`config.mk`:
```
export PLATFORM = sky130hd
export DESIGN_NAME = pe_array_sequencer
export DESIGN_NICKNAME = d
export VERILOG_FILES = /design/src/rtl/pe_array_sequencer.sv
export SDC_FILE = /design/constraint.sdc
export NUM_CORES = 1
export LEC_CHECK = 0
export CAP_MARGIN = 10
export CORE_ASPECT_RATIO = 0.75
export CORE_MARGIN = 8
export CORE_UTILIZATION = 45
export CTS_BUF_LIST = sky130_fd_sc_hd__clkbuf_8
export CTS_CLUSTER_DIAMETER = 80
export DETAILED_ROUTE_END_ITERATION = 10
export GPL_TIMING_DRIVEN = 0
export PLACE_DENSITY_LB_ADDON = 0.08
export SKIP_LAST_GASP = 1
export SYNTH_ARGS = -nofsm -noshare
export SYNTH_HDL_FRONTEND = slang
export SYNTH_SLANG_ARGS = --single-unit
```
`constraint.sdc`:
```
create_clock -name CLK -period 2.8 [get_ports CLK]
set_input_delay 0.42 -clock CLK [delete_from_list [all_inputs] [get_ports CLK]]
set_output_delay 0.42 -clock CLK [all_outputs]
set_load 0.05 [all_outputs]
```
`src/rtl/pe_array_sequencer.sv`:
```
// pe_array_sequencer
//   Buffers host instructions {cmd, dir, rpt} in a small FIFO and drives them
//   to pe_array. Each instruction runs rpt+1 times. Every repetition is one
//   ready/ack handshake: ISSUE, wait for array_ready, pulse array_ack, then
//   wait for array_ready to drop again before the next repetition.
//
//   Optional build macro: PE_SEQ_PERF_EN adds saturating perf counters
//   (perf_busy_cycles, perf_acks). Without it those ports are absent.
//
// Ports
//   CLK, RST_N          clock (rising edge), async active-low reset
//   instr_valid/ready   host instruction handshake (ready = FIFO not full)
//   instr_cmd/dir/rpt   instruction payload
//   abort               synchronous flush of FIFO and current instruction
//   array_ready         completion indication from pe_array
//   array_ack           one-cycle acknowledge to pe_array
//   command_to_execute  command held to the array (0 = NOP while idle)
//   shift_direction     direction held to the array
//   busy                FSM active or FIFO non-empty
//   done_pulse          last repetition acked with nothing left queued
module pe_array_sequencer #(
  parameter int unsigned command_width = 4,
  parameter int unsigned FIFO_DEPTH    = 4,
  parameter int unsigned RPT_W         = 8
) (
  input  logic                     CLK,
  input  logic                     RST_N,
  input  logic                     instr_valid,
  output logic                     instr_ready,
  input  logic [command_width-1:0] instr_cmd,
  input  logic [1:0]               instr_dir,
  input  logic [RPT_W-1:0]         instr_rpt,
  input  logic                     abort,
  input  logic                     array_ready,
  output logic                     array_ack,
  output logic [command_width-1:0] command_to_execute,
  output logic [1:0]               shift_direction,
  output logic                     busy,
  output logic                     done_pulse
`ifdef PE_SEQ_PERF_EN
  ,
  output logic [31:0]              perf_busy_cycles,
  output logic [31:0]              perf_acks
`endif
);

  localparam int unsigned AW = $clog2(FIFO_DEPTH);
  localparam int unsigned PW = AW + 1;

  typedef struct packed {
    logic [command_width-1:0] cmd;
    logic [1:0]               dir;
    logic [RPT_W-1:0]         rpt;
  } entry_t;

  typedef enum logic [2:0] {
    S_IDLE     = 3'd0,
    S_ISSUE    = 3'd1,
    S_WAIT_RDY = 3'd2,
    S_ACK      = 3'd3,
    S_SETTLE   = 3'd4
  } state_t;

  state_t                   r_state;
  state_t                   w_state_nxt;

  entry_t                   r_mem [FIFO_DEPTH];
  logic [PW-1:0]            r_wr_ptr;
  logic [PW-1:0]            r_rd_ptr;
  logic [command_width-1:0] r_cmd;
  logic [1:0]               r_dir;
  logic [RPT_W-1:0]         r_cnt;
  logic                     r_ack;
  logic                     r_done;

  logic                     w_empty;
  logic                     w_full;
  logic                     w_push;
  logic                     w_load;
  logic                     w_dec;
  logic                     w_clear;
  logic                     w_ack_nxt;
  logic                     w_done_nxt;
  entry_t                   w_head;

  // FIFO status: equal pointers = empty, only the wrap bit differs = full
  assign w_empty = (r_wr_ptr == r_rd_ptr);
  assign w_full  = (r_wr_ptr[AW-1:0] == r_rd_ptr[AW-1:0]) &&
                   (r_wr_ptr[AW] != r_rd_ptr[AW]);
  // Ready depends only on fullness, so a same-cycle pop never frees a slot
  assign w_push  = instr_valid && !w_full && !abort;
  assign w_head  = r_mem[r_rd_ptr[AW-1:0]];

  // FIFO storage, no reset needed
  always_ff @(posedge CLK) begin
    if (w_push) begin
      r_mem[r_wr_ptr[AW-1:0]] <= entry_t'{cmd: instr_cmd, dir: instr_dir, rpt: instr_rpt};
    end
  end

  // State register
  always_ff @(posedge CLK or negedge RST_N) begin
    if (!RST_N) begin
      r_state <= S_IDLE;
    end else begin
      r_state <= w_state_nxt;
    end
  end

  // Next-state logic; abort overrides everything
  always_comb begin
    w_state_nxt = r_state;
    case (r_state)
      S_IDLE:     if (!w_empty) w_state_nxt = S_ISSUE;
      S_ISSUE:    w_state_nxt = S_WAIT_RDY;
      S_WAIT_RDY: if (array_ready) w_state_nxt = S_ACK;
      S_ACK:      w_state_nxt = S_SETTLE;
      S_SETTLE: begin
        if (!array_ready) begin
          if ((r_cnt != '0) || !w_empty) w_state_nxt = S_ISSUE;
          else                           w_state_nxt = S_IDLE;
        end
      end
      default:    w_state_nxt = S_IDLE;
    endcase
    if (abort) w_state_nxt = S_IDLE;
  end

  // Output / datapath control decode
  always_comb begin
    w_load     = 1'b0;
    w_dec      = 1'b0;
    w_clear    = 1'b0;
    w_ack_nxt  = 1'b0;
    w_done_nxt = 1'b0;
    if (!abort) begin
      case (r_state)
        S_IDLE: w_load = !w_empty;
        S_WAIT_RDY: begin
          if (array_ready) begin
            w_ack_nxt  = 1'b1;
            // FIFO cannot be popped here, so empty-in-ACK = empty now and no push
            w_done_nxt = (r_cnt == '0) && w_empty && !w_push;
          end
        end
        S_SETTLE: begin
          if (!array_ready) begin
            if (r_cnt != '0)   w_dec   = 1'b1;
            else if (!w_empty) w_load  = 1'b1;
            else               w_clear = 1'b1;
          end
        end
        default: ;
      endcase
    end
  end

  // Pointers, held command and registered handshake outputs
  always_ff @(posedge CLK or negedge RST_N) begin
    if (!RST_N) begin
      r_wr_ptr <= '0;
      r_rd_ptr <= '0;
      r_cmd    <= '0;
      r_dir    <= '0;
      r_cnt    <= '0;
      r_ack    <= 1'b0;
      r_done   <= 1'b0;
    end else if (abort) begin
      r_wr_ptr <= '0;
      r_rd_ptr <= '0;
      r_cmd    <= '0;
      r_dir    <= '0;
      r_cnt    <= '0;
      r_ack    <= 1'b0;
      r_done   <= 1'b0;
    end else begin
      if (w_push) r_wr_ptr <= r_wr_ptr + PW'(1);
      if (w_load) r_rd_ptr <= r_rd_ptr + PW'(1);
      if (w_load) begin
        r_cmd <= w_head.cmd;
        r_dir <= w_head.dir;
        r_cnt <= w_head.rpt;
      end else if (w_dec) begin
        r_cnt <= r_cnt - RPT_W'(1);
      end else if (w_clear) begin
        r_cmd <= '0;
        r_dir <= '0;
      end
      r_ack  <= w_ack_nxt;
      r_done <= w_done_nxt;
    end
  end

  assign instr_ready        = !w_full;
  assign array_ack          = r_ack;
  assign done_pulse         = r_done;
  assign command_to_execute = r_cmd;
  assign shift_direction    = r_dir;
  assign busy               = (r_state != S_IDLE) || !w_empty;

`ifdef PE_SEQ_PERF_EN
  logic [31:0] r_perf_busy;
  logic [31:0] r_perf_acks;

  // Saturating activity counters
  always_ff @(posedge CLK or negedge RST_N) begin
    if (!RST_N) begin
      r_perf_busy <= '0;
      r_perf_acks <= '0;
    end else if (abort) begin
      r_perf_busy <= '0;
      r_perf_acks <= '0;
    end else begin
      if (busy && (r_perf_busy != '1))  r_perf_busy <= r_perf_busy + 32'(1);
      if (r_ack && (r_perf_acks != '1)) r_perf_acks <= r_perf_acks + 32'(1);
    end
  end

  assign perf_busy_cycles = r_perf_busy;
  assign perf_acks        = r_perf_acks;
`endif

endmodule

```
==> results of run 1 <==
[Yosys cell counts, types with 2 or more instances]
cell / instances / area [sq um]
nor3b_1: 3 / 22.52
nand2_1: 4 / 15.01
nor4b_1: 4 / 35.03
xnor2_1: 6 / 52.55
dfrtp_1: 25 / 625.6
a31oi_1: 2 / 12.51
o2bb2ai_1: 7 / 61.31
and2_1: 4 / 25.02
buf_2: 3 / 15.01
mux2i_1: 3 / 30.03
a221o_1: 2 / 20.02
nor2b_1: 2 / 12.51
mux4_2: 14 / 315.3
inv_1: 7 / 26.28
ha_1: 6 / 75.07
clkbuf_1: 5 / 18.77
o21ai_0: 5 / 25.02
edfxtp_1: 56 / 1682
a21oi_1: 6 / 30.03
nor3_1: 6 / 30.03
o31ai_1: 3 / 22.52
a22o_1: 6 / 52.55
xor2_2: 2 / 32.53
nor2_1: 18 / 67.56
or3_1: 2 / 12.51
[worst reg2reg max path: stages, from the launching register on]
cell and delay, ps:
dfrtp_1 420, inv_1 80, ha_1 210, nor4b_1 480
a31oi_1 380, or2_1 340, buf_6 150, o2bb2ai_1 120
a221o_1 310
[cells in the final DEF, fill, tap and decap left out, types with 3 or more instances in the layout]
master	instances
nand2_1	4
buf_2	3
a21oi_1	6
a22o_1	6
nor2_1	17
mux4_2	14
clkdlybuf4s50_1	26
o31ai_1	3
nor4b_1	4
dfrtp_1	25
clkbuf_8	9
ha_1	6
o21ai_0	5
nor3_1	4
and2_1	4
clkbuf_1	5
mux2i_1	3
inv_1	8
o2bb2ai_1	7
edfxtp_1	56
nor3b_1	3
clkinv_4	3
xnor2_1	6
[worst max path at each step]
stage | to | slack [ps] | cells past startpoint
floorplan | r_mem[3][0] | 340 | 4
global placement | r_mem[3][5] | -1140 | 4
detailed placement | r_cnt[7] | -300 | 6
CTS | busy | 30 | 5
global route | r_cnt[7] | -5 | 8
finish | r_cnt[7] | 190 | 8
[cells by family after synthesis]
kind of cell             share of synthesized area
flip-flops                                  0.6569
AND/OR/NAND/NOR                            0.09370
buffers and inverters                      0.02137
adder cells (fa/ha/maj)                    0.02137
AO/OA/AOI/OAI                              0.08158
multiplexers                               0.09833
XOR/XNOR                                   0.02672
[layout make-up]
type / instances / area, sq um
Buffer: 10 / 48.80
Clock buffer: 9 / 123.9
Clock inverter: 7 / 46.29
Fill cell: 683 / 3588
Inverter: 7 / 26.28
Multi-Input combinational cell: 125 / 1155
Sequential cell: 81 / 2307
Tap cell: 105 / 131.4
Timing Repair Buffer: 30 / 315.3
[sequential cells by signal, summed over array words and instances (netlist names)]
| name | cells |
|---|---|
| r_cnt | 8 |
| shift_direction | 2 |
| done_pulse | 1 |
| r_state | 3 |
| r_mem | 56 |
| array_ack | 1 |
| r_wr_ptr | 3 |
| command_to_execute | 4 |
| r_rd_ptr | 3 |
[routing by layer]
layer  GRT usage  vias up
li1            -      951
met1      0.1613     1018
met4     0.02550        0
met3     0.04559        4
met2      0.2060       36
met5           0        -
[power by group through the flow]
stage / clock network [W] / logic, W / registers (W)
2_1_floorplan: 0 / 0.000892 / 0.00164
3_3_place_gp: 0 / 0.00138 / 0.00153
3_5_place_dp: 0 / 0.00138 / 0.00153
4_1_cts: 0.000762 / 0.00140 / 0.00151
5_1_grt: 0.000796 / 0.00154 / 0.00153
6_report: 0.000739 / 0.00140 / 0.00151
[through the flow]
stage	std cells	setup TNS (ps)	area, sq um	util
2_1_floorplan	223	0	3512	-
3_3_place_gp	356	-17110	3924	0.5068
3_5_place_dp	358	-1482	3959	0.5113
4_1_cts	374	0	4140	0.5347
5_1_grt	374	-4.514	4154	0.5365
6_report	374	0	4154	0.5365
[repair_timing]
| item | CTS | global route |
|---|---|---|
| cloned | 0 | 0 |
| gates resized for setup | 2 | 4 |
| setup endpoints to repair | 9 | 4 |
| buffers inserted | 0 | 0 |
==> reports/qor.txt, run 1 <==
Area grow syn2layout - 18.28%
Pint - 0.002310 W
HP Class - primary input to async pin
Max stage delay on crit path - 480 ps
Grt ovf - 0
Worst Path Arrival - 2840 ps
Final nets - 289
FFs w/ async S/R, synth - 0.3086
Pwr dens - 877.4 nW/um^2
Initial DRC Count - 138
Max Fanout on Critical Path - 10
Reg2reg start - r_cnt[0]
Die Wd - 118.0 um
CP delay by family, top - simple AND/OR/NAND/NOR gates
CP startpoint - r_cnt[0]
Top_reg_cell synth - edfxtp_1
Clock Skew - 9.460 ps
Part of the power in registers - 0.413
Initial antenna violation count - 0
Max Freq - 382.8 MHz
Routed vias/inst - 5.372
Avg Inst Size Synth - 15.75 sq um
Slew Viols, Final - 0
Reg-to-reg slack, setup - 190 ps
Die area - 10920 sq um
Num CTS Buffers - 9
Maximum vdd drop - 391.9 uV
Latest clock arrival within the worst-skew pair - 350 ps
# hold bufs at CTS - 0
Chip Height - 92.51 um
Critical path type - flop to flop
RD Place Congestion - 0.8146
Register area share after synthesis - 0.6569
Reg clk slew, reported paths - 80 ps
P_sw - 0.001335 W
Top Layer Used - met4
Period utilisation layout - 0.9330
Worst r2r path cells - 8
Final Power - 0.003645 W
Root Driver - clkbuf_8
First-pass GRT wire length - 10580 um
GRT Overall Usage - 0.1266
CTS tree - yes
Leak - 1.473 nW
Min cycle time layout - 2612 ps
Switching Fraction - 0.3663
Clock power share - 0.203
Comb power frac - 0.384
Yosys warnings - 0
WP buf/inv - 2
EDFF count, synth - 56
# DRC - 0
CTS max path bufs - 2
TritonRoute pass-1 iters - 4
Vias in the first global route - 2032
Synth unique cells - 47
Top Ports - 29
Initial Util - 0.4536
Vias - 2009
Final hold vios - 0
CP Launch Type - flop
Max-cap violation count - 0
Post-DRT Antenna Nets - 0
Required time of the worst setup path - 3030 ps
DP Wirelength - 4614 um
Synth Register Bits - 81
Met3 WL - 245 um
Worst slew margin - 0.4423
Routed WL - 6584 um
Share of layout cells above drive strength 1 - 0.1561
Outcome - finished clean
# clock sinks - 81
Syn nets - 248
Port bufs - 28
CP max-delay cell - nor4b_1
Largest net degree at the start of global routing - 15
Met1 WL - 3224 um
CP endpoint kind - flop
WL met2 - 3084 um
Mapped Cells - 223
Worst flop-to-flop path endpoint - r_cnt[7]
Cell area after synthesis - 3512 sq um
CP cell instances - inv_1 > ha_1 > nor4b_1 > a31oi_1 > or2_1 > buf_6 > o2bb2ai_1 > a221o_1
Core footprint - 7742 sq um
Wire per inst - 17.60 um
Placement row count - 28
# setup viols final - 0
H-Tree Depth - 3
Worst hold slack - 478.9 ps
Setup ws final - 187.6 ps
Pre-CTS WS - -302.6 ps
N_diodes - 0
Slew at the pin closest to its max-slew limit - 829.4 ps
No activity file was read; power rests on OpenSTA's default activity.
==> run 2: changes to the inputs <==
CORE_MARGIN = 1.5   (was 8)
GPL_TIMING_DRIVEN = not set   (was 0)
==> run 2 against run 1 <==
Via count down 1.4%. Clock skew about the same. Maximum frequency up 8.2%. Clock power up 16%. Global-route usage up 3.9 points. Final area up 0.18%. Highest routed layer unchanged. Die area down 24%. Routed wire length down 4.2%. Combinational power down 3%. Critical path type unchanged. Worst setup slack better by 200 ps. Critical path depth down 1.
==> reports/qor.txt, run 2 (synthesis results as in run 1) <==
# hold bufs at CTS - 0 (unchanged)
Worst hold slack - 441.4 ps (-37.55 ps)
Routed WL - 6305 um (-4.2%)
Largest net degree at the start of global routing - 32 (+17)
Root Driver - clkbuf_8
# setup viols final - 0 (unchanged)
Pre-CTS WS - 299.6 ps (+602.2 ps)
Worst slew margin - 0.6459 (+0.2036)
Max stage delay on crit path - 470 ps (about the same)
Slew at the pin closest to its max-slew limit - 523.7 ps (-305.7 ps)
Die area - 8349 sq um (-24%)
Vias in the first global route - 1950 (-4.0%)
CP Launch Type - flop
Clock Skew - 9.484 ps (+0.02412 ps)
FILL cells - 617 (-9.7%)
Port bufs - 28 (unchanged)
Chip Height - 79.51 um (-14%)
CP cell instances - inv_1 > ha_1 > nor4b_1 > a31oi_1 > or2_1 > o2bb2ai_1 > a221o_1
First-pass GRT wire length - 10180 um (-3.8%)
Latest clock arrival within the worst-skew pair - 350 ps (about the same)
GRT Overall Usage - 0.1658 (+0.03918)
Die Wd - 105.0 um (-11%)
TritonRoute pass-1 iters - 4 (unchanged)
Slew Viols, Final - 0 (unchanged)
TNS Setup - 0 ps (unchanged)
Part of the power in registers - 0.409 (-0.004)
Pwr dens - 900.5 nW/um^2 (+2.6%)
Initial Util - 0.4704 (+0.01680)
Worst Path Arrival - 2650 ps (-190 ps)
Period utilisation layout - 0.8625 (-0.07048)
HP Class - primary input to async pin
Top Ports - 29 (unchanged)
# DRC - 0 (unchanged)
Comb power frac - 0.362 (-0.022)
Post-CTS resize count - 0 (-2)
Vias - 1981 (-1.4%)
Initial antenna violation count - 0 (unchanged)
Num CTS Buffers - 9 (unchanged)
CP max-delay cell - nor4b_1
DP Wirelength - 4176 um (-9.5%)
Routed vias/inst - 5.354 (-0.33%)
Placement row count - 27 (-3.6%)
Max FFs per register - 56 (unchanged)
CP endpoint kind - flop
N_diodes - 0 (unchanged)
Initial DRC Count - 75 (-46%)
Switching Fraction - 0.3569 (-0.009413)
Post-DRT Antenna Nets - 0 (unchanged)
Final Util - 0.5574 (+0.02088)
Max Freq - 414.1 MHz (+8.2%)
Final nets - 289 (unchanged)
RSZ-0062 raised after global routing - false
Core footprint - 7466 sq um (-3.6%)
CTS tree - yes
Required time of the worst setup path - 3040 ps (about the same)
Pint - 0.002410 W (+4.3%)
Wire per inst - 17.04 um (-3.2%)
Multi-input gate area - 1135 sq um (-1.7%)
RD Place Congestion - 0.8240 (+1.2%)
P_sw - 0.001337 W (+0.17%)
Setup ws final - 384.9 ps (+197.4 ps)
Outcome - finished clean
CTS max path bufs - 2 (unchanged)
Max-cap violation count - 0 (unchanged)
Final hold vios - 0 (unchanged)
Commonest non-fill, non-tap cell in the layout - edfxtp_1
Max Fanout on Critical Path - 5 (-5)
Grt ovf - 0 (unchanged)
Leak - 1.497 nW (+1.6%)
Sequential Area - 2307 sq um (unchanged)
Clock power share - 0.229 (+0.026)
# clock sinks - 81 (unchanged)
Share of layout cells above drive strength 1 - 0.1896 (+0.03346)
Maximum vdd drop - 531.7 uV (+36%)
Area grow syn2layout - 18.49%
Min cycle time layout - 2415 ps (-197.4 ps)
Post-CTS Setup Bufs - 0 (unchanged)
Commonest cells after routing, fill and taps aside - 56 x edfxtp_1, 26 x clkdlybuf4s50_1, 25 x dfrtp_1, 18 x nor2_1
Critical path type - flop to flop
H-Tree Depth - 3 (unchanged)
Reg clk slew, reported paths - 90 ps (about the same)
[run 2: changes by cell type in the layout (fill, tap and decap cells not counted), sizes merged]
cell,change
clkbuf,-5
buf,+7
clkinv,-2
dlymetal6s2s,-2
inv,+1
bufinv,+1
[run 2: worst paths after layout]
check / from / end / slack (ps) / cells after the start
max: r_cnt[0] / r_cnt[6] / 380 / 7
min: RST_N / r_cnt[1] / 440 / 2
max reg2reg: r_cnt[0] / r_cnt[6] / 380 / 7
min reg2reg: command_to_execute[2] / command_to_execute[2] / 510 / 1
max in group asynchronous: RST_N / r_cnt[7] / 2090 / 2
min in group CLK: command_to_execute[2] / command_to_execute[2] / 510 / 1
[run 2: power groups by stage]
| stage | registers (W) | logic (W) | clock network, W |
|---|---|---|---|
| final | 0.00153 | 0.00136 | 0.000859 |
| after detailed placement | 0.00155 | 0.00136 | 0 |
| after global routing | 0.00155 | 0.00147 | 0.000930 |
| after CTS | 0.00153 | 0.00136 | 0.000883 |
| after floorplan | 0.00164 | 0.000892 | 0 |
| after global placement | 0.00155 | 0.00135 | 0 |
[run 2: layout make-up]
type                            count  share of cell area
Multi-Input combinational cell    125              0.2727
Tap cell                          101             0.03037
Clock inverter                      7             0.01864
Inverter                            7            0.006314
Timing Repair Buffer               40             0.08779
Clock buffer                        9             0.02977
Sequential cell                    81              0.5544
[run 2: metal layers]
metal	global-route usage	part of all wire	vias to the layer above
met2	0.2458	0.44	34
li1	-	-	954
met3	0.05224	0.031	6
met1	0.2359	0.52	987
met5	0	0	-
met4	0.04795	0.0076	0
[run 2: critical path, delay by kind of cell, from the launching register on]
kind,cells,cell delay [ps]
buf+inv,1,80
simple gates,2,790
flops,1,430
fa+ha+maj,1,210
compound gates,3,790
[run 2: stage by stage]
| stage | instances | cell area, sq um | total power, W |
|---|---|---|---|
| floorplan | 223 | 3512 | 0.002533 |
| global placement | 354 | 3960 | 0.002906 |
| detailed placement | 354 | 3960 | 0.002913 |
| CTS | 370 | 4161 | 0.003777 |
| global route | 370 | 4161 | 0.003955 |
| finish | 370 | 4161 | 0.003747 |
